==> src/rtl/byte_cmp_seq_pkg.sv <==
// Shared cells package for the byte-serial comparator: state encoding and defaults.
package byte_cmp_seq_pkg;

  localparam int unsigned DEFAULT_NUM_BYTES = 4;

  typedef enum logic [1:0] {
    ST_IDLE = 2'd0,
    ST_RUN  = 2'd1,
    ST_DONE = 2'd2
  } cmp_state_t;

  // Only the most significant slice of a signed compare carries the sign bit.
  function automatic logic slice_msb_inv(input logic signed_flag, input logic last_slice);
    return signed_flag & last_slice;
  endfunction

endpackage

==> src/rtl/byte_cmp_seq_lt.sv <==
// 8-bit less-than; inverting bit 7 of both operands turns it into a signed compare.
module byte_lt (
  input  logic [7:0] a_i,
  input  logic [7:0] b_i,
  input  logic       msb_inv_i,
  output logic       lt_o
);

  logic [7:0] a_s;
  logic [7:0] b_s;

  // Bias both operands, then a plain unsigned compare.
  always_comb begin
    a_s  = {a_i[7] ^ msb_inv_i, a_i[6:0]};
    b_s  = {b_i[7] ^ msb_inv_i, b_i[6:0]};
    lt_o = (a_s < b_s);
  end

endmodule

==> src/rtl/byte_cmp_seq.sv <==
// Byte-serial equal / less-than comparator, LSB slice first; the last differing slice decides lt.
module byte_cmp_seq
  import byte_cmp_seq_pkg::*;
#(
  parameter int NUM_BYTES = DEFAULT_NUM_BYTES,
  parameter int IDX_BITS  = $clog2(NUM_BYTES)
) (
  input  logic                clk,
  input  logic                reset_n,
  input  logic                start,
  input  logic                is_signed,
  output logic                ready,
  output logic [IDX_BITS-1:0] byte_idx,
  input  logic [7:0]          a_byte,
  input  logic [7:0]          b_byte,
  input  logic                byte_ne,
  output logic                out_valid,
  input  logic                out_ready,
  output logic                eq,
  output logic                lt
);

  localparam logic [IDX_BITS-1:0] LAST_IDX = IDX_BITS'(NUM_BYTES - 1);

  cmp_state_t          state_q, state_d;
  logic [IDX_BITS-1:0] idx_q, idx_d;
  logic                eq_q, eq_d;
  logic                lt_q, lt_d;
  logic                sgn_q, sgn_d;
  logic                valid_q, valid_d;

  logic                last_s;
  logic                slice_lt_s;
  logic                accept_s;

  assign last_s   = (idx_q == LAST_IDX);
  // A result is only handed over once out_valid is actually visible.
  assign ready    = (state_q == ST_IDLE) |
                    ((state_q == ST_DONE) & valid_q & out_ready);
  assign accept_s = start & ready;

  byte_lt u_byte_lt (
    .a_i       (a_byte),
    .b_i       (b_byte),
    .msb_inv_i (slice_msb_inv(sgn_q, last_s)),
    .lt_o      (slice_lt_s)
  );

  // Next-state and accumulator update.
  always_comb begin
    state_d = state_q;
    idx_d   = idx_q;
    eq_d    = eq_q;
    lt_d    = lt_q;
    sgn_d   = sgn_q;
    valid_d = valid_q;
    case (state_q)
      ST_IDLE: begin
        if (accept_s) begin
          state_d = ST_RUN;
          idx_d   = '0;
          eq_d    = 1'b1;
          lt_d    = 1'b0;
          sgn_d   = is_signed;
        end else begin
          state_d = ST_IDLE;
        end
      end
      ST_RUN: begin
        if (byte_ne) begin
          eq_d = 1'b0;
          lt_d = slice_lt_s;
        end else begin
          lt_d = lt_q;
        end
        if (last_s) begin
          state_d = ST_DONE;
          idx_d   = '0;
        end else begin
          idx_d   = idx_q + IDX_BITS'(1);
        end
      end
      ST_DONE: begin
        valid_d = 1'b1;
        if (valid_q && out_ready) begin
          valid_d = 1'b0;
          if (start) begin
            state_d = ST_RUN;
            idx_d   = '0;
            eq_d    = 1'b1;
            lt_d    = 1'b0;
            sgn_d   = is_signed;
          end else begin
            state_d = ST_IDLE;
          end
        end else begin
          state_d = ST_DONE;
        end
      end
      default: begin
        state_d = ST_IDLE;
        idx_d   = '0;
        valid_d = 1'b0;
      end
    endcase
  end

  // State and output registers with synchronous active-low reset.
  always_ff @(posedge clk) begin
    if (!reset_n) begin
      state_q <= ST_IDLE;
      idx_q   <= '0;
      eq_q    <= 1'b0;
      lt_q    <= 1'b0;
      sgn_q   <= 1'b0;
      valid_q <= 1'b0;
    end else begin
      state_q <= state_d;
      idx_q   <= idx_d;
      eq_q    <= eq_d;
      lt_q    <= lt_d;
      sgn_q   <= sgn_d;
      valid_q <= valid_d;
    end
  end

  assign byte_idx  = idx_q;
  assign out_valid = valid_q;
  assign eq        = eq_q;
  assign lt        = lt_q;

endmodule

==> config.mk <==
export PLATFORM = sky130hd
export DESIGN_NAME = byte_cmp_seq
export DESIGN_NICKNAME = d
export VERILOG_FILES = /design/src/rtl/byte_cmp_seq_pkg.sv /design/src/rtl/byte_cmp_seq_lt.sv /design/src/rtl/byte_cmp_seq.sv
export SDC_FILE = /design/constraint.sdc
export NUM_CORES = 1
export LEC_CHECK = 0
export CORE_MARGIN = 2
export CORE_UTILIZATION = 45
export CTS_BUF_LIST = sky130_fd_sc_hd__clkbuf_4
export CTS_CLUSTER_SIZE = 20
export DETAILED_ROUTE_END_ITERATION = 8
export PLACE_DENSITY = 0.95
export SLEW_MARGIN = 20
export SYNTH_ARGS = -nofsm -noshare
export SYNTH_HDL_FRONTEND = slang
export SYNTH_SLANG_ARGS = --single-unit
==> constraint.sdc <==
create_clock -name clk -period 2.1 [get_ports clk]
set_input_delay 0.42 -clock clk [delete_from_list [all_inputs] [get_ports clk]]
set_output_delay 0.42 -clock clk [all_outputs]
set_load 0.05 [all_outputs]
==> impl_metrics.py, run 1 <==
metrics = {
    "status": {
        "status": "completed",
    },
    "global_route": {
        "antenna_found_initial": 0,
        "grt_pass1_vias": 534,
        "grt_pass1_wl_mm": 2.001,
        "overflow": 0,
        "grtUsageTotal_pct": 19.03,
        "grt_max_degree": 11,
    },
    "clock_tree": {
        "cts_root_buf": "clkbuf_4",
        "cts_tree": "yes",
        "hold_buffers": 0,
        "clkSinkCount": 8,
        "clk_pin_slew_ns": 0.05,
        "clockBufferDepth": 2,
        "ctsResizeCount": 0,
        "postCtsSetupBuffers": 0,
        "htree_levels": 1,
        "worst_skew_pair.late_latency_ns": 0.26,
        "cts_buffers": 3,
    },
    "synth": {
        "avgSynthCellArea_sq_um": 8.998,
        "async_flop_share_pct": 0,
        "ys_warn_count": 0,
        "syn_nets": 97,
        "synth_area_leader_cell": "dfxtp_1",
        "synth.area.top_cells": "dfxtp_1 26%, ha_1 14%, inv_1 6.1%",
        "synth_top_area_share_pct": 26.18,
        "synth_flop_cell": "dfxtp_1",
        "synth_cell_types": 30,
        "postSynthCellCount": 68,
        "synth_most_common_cell": "inv_1",
        "synth_area_sq_um": 611.8,
        "synth_seq_cells": 8,
        "synth_edf_count": 0,
        "ys_seq_area_share_pct": 26.18,
        "synth_common_cells": "10 x inv_1, 9 x nand2_1, 8 x dfxtp_1, 7 x ha_1",
    },
    "critical_path": {
        "max_stage_delay_ns": 0.83,
        "crit_buf_inv": 1,
        "crit_family": "buffers and inverters",
        "crit_slowest_cell": "clkdlybuf4s50_1",
        "worst-path-stages": 1,
        "crit_chain": "clkdlybuf4s50_1",
        "cp_max_fo": 4,
        "cp.arrival_ns": 1.46,
        "critPathCaptureType": "output pin",
        "rr_worst_depth": 3,
        "required_ns": 1.68,
        "start_kind": "flop",
        "crit_type": "reg -> out",
    },
    "finish": {
        "final-seq-area_sq_um": 160.2,
        "multi_input_area_sq_um": 406.6,
        "area_growth_pct": 51.33,
        "fillers": 104,
        "drive_gt1_share_pct": 10.31,
        "finalNetCount": 128,
        "utilization_pct": 72.05,
        "diodes": 0,
    },
    "power": {
        "leakagePower_nw": 0.3804,
        "power_density_nw_per_um2": 475.4,
        "vdd_drop_max_uv": 365.3,
    },
    "timing": {
        "clock_skew_ns": 0.002472,
        "final_hold_viol_count": 0,
        "slew_viol_final": 0,
        "worst_pin_slew_ns": 0.4998,
        "rsz0062_at_grt": "no",
        "fin_crit_sh_pct": 89.65,
        "relSlewSlack_pct": 66.57,
        "fin_tns_setup_ns": 0,
        "period_minus_slack_ns": 1.883,
        "fmax_mhz": 531.2,
        "setup_viol": 0,
    },
    "min_path": {
        "hp-class": "reg -> reg",
        "min_path_cells": 2,
    },
    "floorplanning": {
        "core_area_sq_um": 1285,
        "chipWidth_microns": 40.88,
        "start_util_pct": 47.61,
        "fp-row-count": 13,
        "die_area_sq_um": 1671,
        "dieHeight_microns": 40.88,
        "io-pin-count": 28,
    },
    "place": {
        "numPortBuffers": 27,
        "gp_congestion": 0.7328,
        "dp_hpwl_mm": 1.062,
    },
    "route": {
        "postRouteAntennaNets": 0,
        "drt_wl_total_mm": 1.289,
        "via_per_inst": 5.277,
        "post_drt_wl_per_cell_microns": 11.51,
        "drc": 0,
        "dr.pass1.iters": 4,
        "drtIter0Drc": 4,
        "num_vias": 591,
    },
    "job": {
        "max_cap_viol_count": 0,
    },
}
metrics by stage:
stage	hold slack, ns	total power, W	std cells	setup WS (ns)	cell area (sq um)
floorplan	0.5053	0.0002533	68	0.04474	611.8
global placement	0.4896	0.0003183	109	0.1438	903.4
detailed placement	0.5027	0.0003224	109	0.07171	903.4
CTS	0.5100	0.0004446	112	0.2157	925.9
global route	0.5261	0.0004647	112	0.1594	925.9
finish	0.5096	0.0004401	112	0.2174	925.9
worst paths after layout:
check,from,end,slack (ns)
worst min-delay path,out_valid,out_valid,0.51
worst max register to register,state_q[0],lt,0.76
worst max-delay path,byte_idx[0],byte_idx[0],0.22
worst min register to register,out_valid,out_valid,0.51
power breakdown:
part | switching [W] | leakage, nW | internal [W]
Sequential | 0.00000947 | 0.0654 | 0.000160
Clock | 0.0000559 | 0.0138 | 0.0000656
Combinational | 0.0000681 | 0.301 | 0.0000810
worst min-delay path: stages, from the launching register on:
cell and delay [ns]:
dfxtp_1 0.32, nand2_1 0.06, a21boi_0 0.07
cell families (layout without fill, tap and decap cells):
logic type	after synthesis	count (layout)	share of synthesized area [%]
muxes	1	1	1.636
and+or+nand+nor	21	21	19.63
xor gates and xnor gates	1	1	1.432
DFF	8	8	26.18
buffers and inverters	11	40	7.363
adders and majority gates	7	7	14.31
AOI/OAI and AO/OA	19	19	29.45
final cells by class:
cell class              count  share of cell area, %
clock buffers               3                  2.432
inverters                  10                  4.054
multi-input cells          49                  43.92
flip-flops and latches      8                  17.30
well taps                  15                  2.027
repair buffers             27                  30.27
registers in the layout, indices dropped and copies added (netlist names):
signal	count
byte_idx	2
state_q	2
eq	1
lt	1
out_valid	1
sgn_q	1
placed cells by master, fill, tap and decap left out:
master           instances
clkdlybuf4s50_1         26
inv_1                   10
nand2_1                  9
dfxtp_1                  8
ha_1                     7
a21oi_1                  3
a21boi_0                 3
clkbuf_4                 3
o21ai_0                  2
nor2b_1                  2
o21a_1                   2
nand3b_1                 2
nand2_2                  1
o21bai_1                 1
or3b_1                   1
a21boi_1                 1
nor3_1                   1
nor3b_1                  1
nor2_1                   1
a211oi_4                 1
a31oi_1                  1
xnor2_1                  1
nand2b_4                 1
a2111oi_4                1
a2111oi_2                1
o211ai_1                 1
nand4b_1                 1
nand3_1                  1
a311o_1                  1
o41ai_2                  1
mux2i_1                  1
buf_12                   1
routing by layer:
metal / GRT usage [%] / part of all wire (%)
met5: 0 / 0
met4: 10.00 / 2.2
met3: 7.065 / 9.7
met2: 35.94 / 48
met1: 17.11 / 40
Note: power is estimated with default switching activity, not from simulation.
==> run 2, diff against run 1 <==
--- a/config.mk
+++ b/config.mk
@@ -5,13 +5,14 @@
 export SDC_FILE = /design/constraint.sdc
 export NUM_CORES = 1
 export LEC_CHECK = 0
-export CORE_MARGIN = 2
-export CORE_UTILIZATION = 45
+export CORE_AREA = 2 2 39 41
 export CTS_BUF_LIST = sky130_fd_sc_hd__clkbuf_4
 export CTS_CLUSTER_SIZE = 20
 export DETAILED_ROUTE_END_ITERATION = 8
+export DIE_AREA = 0 0 41 43
 export PLACE_DENSITY = 0.95
 export SLEW_MARGIN = 20
 export SYNTH_ARGS = -nofsm -noshare
 export SYNTH_HDL_FRONTEND = slang
+export SYNTH_HIERARCHICAL = 1
 export SYNTH_SLANG_ARGS = --single-unit
==> run 2 against run 1 <==
Against the previous run:
- fmax fell by 3.0%
- synthesized cell count down 1.5%
- synthesized area is 7.4% lower
- register-to-register slack got worse by 0.60 ns
- first-iteration DRC count fell by 75%
- sequential power about the same
- wire length down 4.6%
- clock power down 3%
- sequential share of layout area grew 1.0 points
- combinational power decreased by 5%
- die area rose by 5.5%
- critical endpoint is now lt
- largest cell class unchanged
==> impl_metrics.py, run 2 <==
metrics = {
    "synth": {
        "async_flop_share_pct": 0,
        "avgSynthCellArea_sq_um": 8.460,
        "synth_seq_cells": 8,
        "synth_flop_cell": "dfxtp_1",
        "synth_area_leader_cell": "dfxtp_1",
        "synth_edf_count": 0,
        "ys_seq_area_share_pct": 28.26,
        "syn_nets": 97,
        "postSynthCellCount": 67,
        "synth_area_sq_um": 566.8,
        "synth_top_area_share_pct": 28.26,
        "synth_common_cells": "8 x dfxtp_1, 8 x ha_1, 7 x inv_1, 7 x nand2_1, 5 x a21oi_1",
        "ys_warn_count": 6,
        "synth_cell_types": 26,
        "synth.area.top_cells": "dfxtp_1 28%, ha_1 18%, inv_1 4.6%",
    },
    "clock_tree": {
        "ctsResizeCount": 0,
        "postCtsSetupBuffers": 0,
        "clockBufferDepth": 2,
        "cts_root_buf": "clkbuf_4",
        "htree_levels": 1,
        "cts_buffers": 3,
        "clk_pin_slew_ns": 0.05,
        "hold_buffers": 0,
        "clkSinkCount": 8,
        "worst_skew_pair.late_latency_ns": 0.26,
        "cts_tree": "yes",
    },
    "global_route": {
        "use_met2_pct": 26.56,
        "grtUsageTotal_pct": 17.64,
        "grt_pass1_wl_mm": 2.097,
        "top_usage_layer": "met2",
        "met1_usage_pct": 19.87,
        "antenna_found_initial": 0,
        "grt_max_degree": 12,
        "overflow": 0,
        "grtUsageMet3_pct": 7.330,
        "grt_pass1_vias": 569,
    },
    "finish": {
        "finalNetCount": 128,
        "multi_input_area_sq_um": 376.6,
        "layout_common_cells": "26 x clkdlybuf4s50_1, 8 x ha_1, 7 x nand2_1, 7 x inv_1, 6 x dfxtp_1",
        "design_area_sq_um": 888.4,
        "area_growth_pct": 56.73,
        "layout_commonest_cell": "clkdlybuf4s50_1",
        "diodes": 0,
        "fillers": 137,
        "final-seq-area_sq_um": 162.7,
        "drive_gt1_share_pct": 8.333,
    },
    "floorplanning": {
        "start_util_pct": 40.96,
        "die_area_sq_um": 1763,
        "dieHeight_microns": 43,
        "fp-row-count": 14,
        "core_area_sq_um": 1384,
        "io-pin-count": 28,
        "chipWidth_microns": 41,
    },
    "critical_path": {
        "crit_type": "reg -> reg",
        "r2r_setup_slack_ns": 0.16,
        "reg2reg_from": "byte_idx[0]",
        "cp_max_fo": 4,
        "critPathCaptureType": "flop",
        "required_ns": 2.29,
        "cp.arrival_ns": 2.13,
        "start_kind": "flop",
        "rr_worst_depth": 9,
        "r2r_end": "lt",
    },
    "route": {
        "num_vias": 555,
        "drc": 0,
        "drt_wl_total_mm": 1.230,
        "drtIter0Drc": 1,
        "via_per_inst": 4.955,
        "postRouteAntennaNets": 0,
        "dr.pass1.iters": 3,
        "post_drt_wl_per_cell_microns": 10.98,
    },
    "power": {
        "leakagePower_nw": 0.3813,
        "power_density_nw_per_um2": 481.1,
        "vdd_drop_max_uv": 350.1,
    },
    "min_path": {
        "hp-class": "reg -> reg",
        "holdCritStartpoint": "sgn_q",
        "min_to": "sgn_q",
        "min_path_cells": 2,
    },
    "timing": {
        "slew_viol_final": 0,
        "fin_tns_setup_ns": 0,
        "fmax_mhz": 515.2,
        "rsz0062_at_grt": "no",
        "worst_pin_slew_ns": 0.5072,
        "final_hold_viol_count": 0,
        "clock_skew_ns": 0.002375,
        "setup_viol": 0,
        "relSlewSlack_pct": 66.08,
        "fin_crit_sh_pct": 92.44,
        "period_minus_slack_ns": 1.941,
    },
    "status": {
        "status": "completed",
    },
    "job": {
        "max_cap_viol_count": 0,
    },
    "place": {
        "numPortBuffers": 27,
        "gp_congestion": 0.6647,
        "dp_hpwl_microns": 997,
        "postPlaceCellArea_sq_um": 865.8,
    },
}
## run 2: cell count changes after synthesis, moves of 2 or more
| cell | previous run | this run |
|---|---|---|
| a21oi_1 | 3 | 5 |
| a32o_1 | 0 | 2 |
| inv_1 | 10 | 7 |
| nand2_1 | 9 | 7 |
| nand2b_1 | 0 | 3 |
| nor2_1 | 1 | 4 |
## run 2: cells by family (layout without fill, tap and decap cells)
group / Yosys count / in the layout / synth area share [%]
simple gates: 20 / 20 / 17.22
compound gates: 19 / 19 / 24.94
fa+ha+maj: 8 / 8 / 17.66
flops: 8 / 8 / 28.26
buf+inv: 8 / 37 / 5.298
xor+xnor: 2 / 2 / 3.091
mux: 2 / 2 / 3.532
## run 2: through the flow
step / cells / hold WS, ns / setup WS, ns / total power [W] / util [%]
global route: 112 / 0.4795 / 0.03656 / 0.0004624 / 64.20
detailed placement: 109 / 0.4510 / 0.05182 / 0.0003131 / 62.57
global placement: 109 / 0.4376 / 0.1072 / 0.0003099 / 62.57
CTS: 112 / 0.4581 / 0.1417 / 0.0004350 / 64.20
floorplan: 67 / 0.4301 / 0.02275 / 0.0002448 / -
finish: 112 / 0.4537 / 0.1588 / 0.0004274 / 64.20
## run 2: how the worst max path moves through the flow
stage | from | to | slack (ns) | depth (start not counted)
after global placement | a_byte[7] | lt | 0.11 | 8
after floorplan | out_valid | ready | 0.02 | 2
after global routing | byte_idx[0] | lt | 0.04 | 9
after detailed placement | a_byte[7] | lt | 0.05 | 8
final | byte_idx[0] | lt | 0.16 | 9
after CTS | byte_idx[0] | lt | 0.14 | 9
## run 2: power by group
part           switching [W]  leakage (nW)  internal (W)
clock network      0.0000528        0.0138     0.0000654
registers         0.00000733        0.0663      0.000161
logic              0.0000634         0.301     0.0000779
## run 2: final cells by class
class                   instances  share of cell area [%]
multi-input cells              51                   42.39
repair buffers                 27                   31.55
flip-flops and latches          8                   18.31
inverters                       7                   2.958
clock buffers                   3                   2.535
well taps                      16                   2.254
## run 2: worst max-delay path, cell delays in order (launching register included)
cell and delay, ns:
dfxtp_2 0.33, ha_1 0.24, and2_1 0.20, xor2_1 0.17, ha_1 0.31, a21oi_1 0.15, o21ai_0 0.09, a41oi_1 0.17
nand3_1 0.09, mux2i_1 0.13
## run 2: metal layers
| layer | vias up | wire [microns] |
|---|---|---|
| met5 | - | 0 |
| met4 | 0 | 25 |
| met3 | 3 | 127 |
| met2 | 20 | 562 |
| met1 | 239 | 516 |
| li1 | 293 | - |
==> run 3, diff against run 2 <==
--- a/config.mk
+++ b/config.mk
@@ -5,6 +5,7 @@
 export SDC_FILE = /design/constraint.sdc
 export NUM_CORES = 1
 export LEC_CHECK = 0
+export ABC_CLOCK_PERIOD_IN_PS = 2100
 export CORE_AREA = 2 2 39 41
 export CTS_BUF_LIST = sky130_fd_sc_hd__clkbuf_4
 export CTS_CLUSTER_SIZE = 20
==> results of run 3 <==
No change in the layout: final DEF, timing and power equal those of run 2.
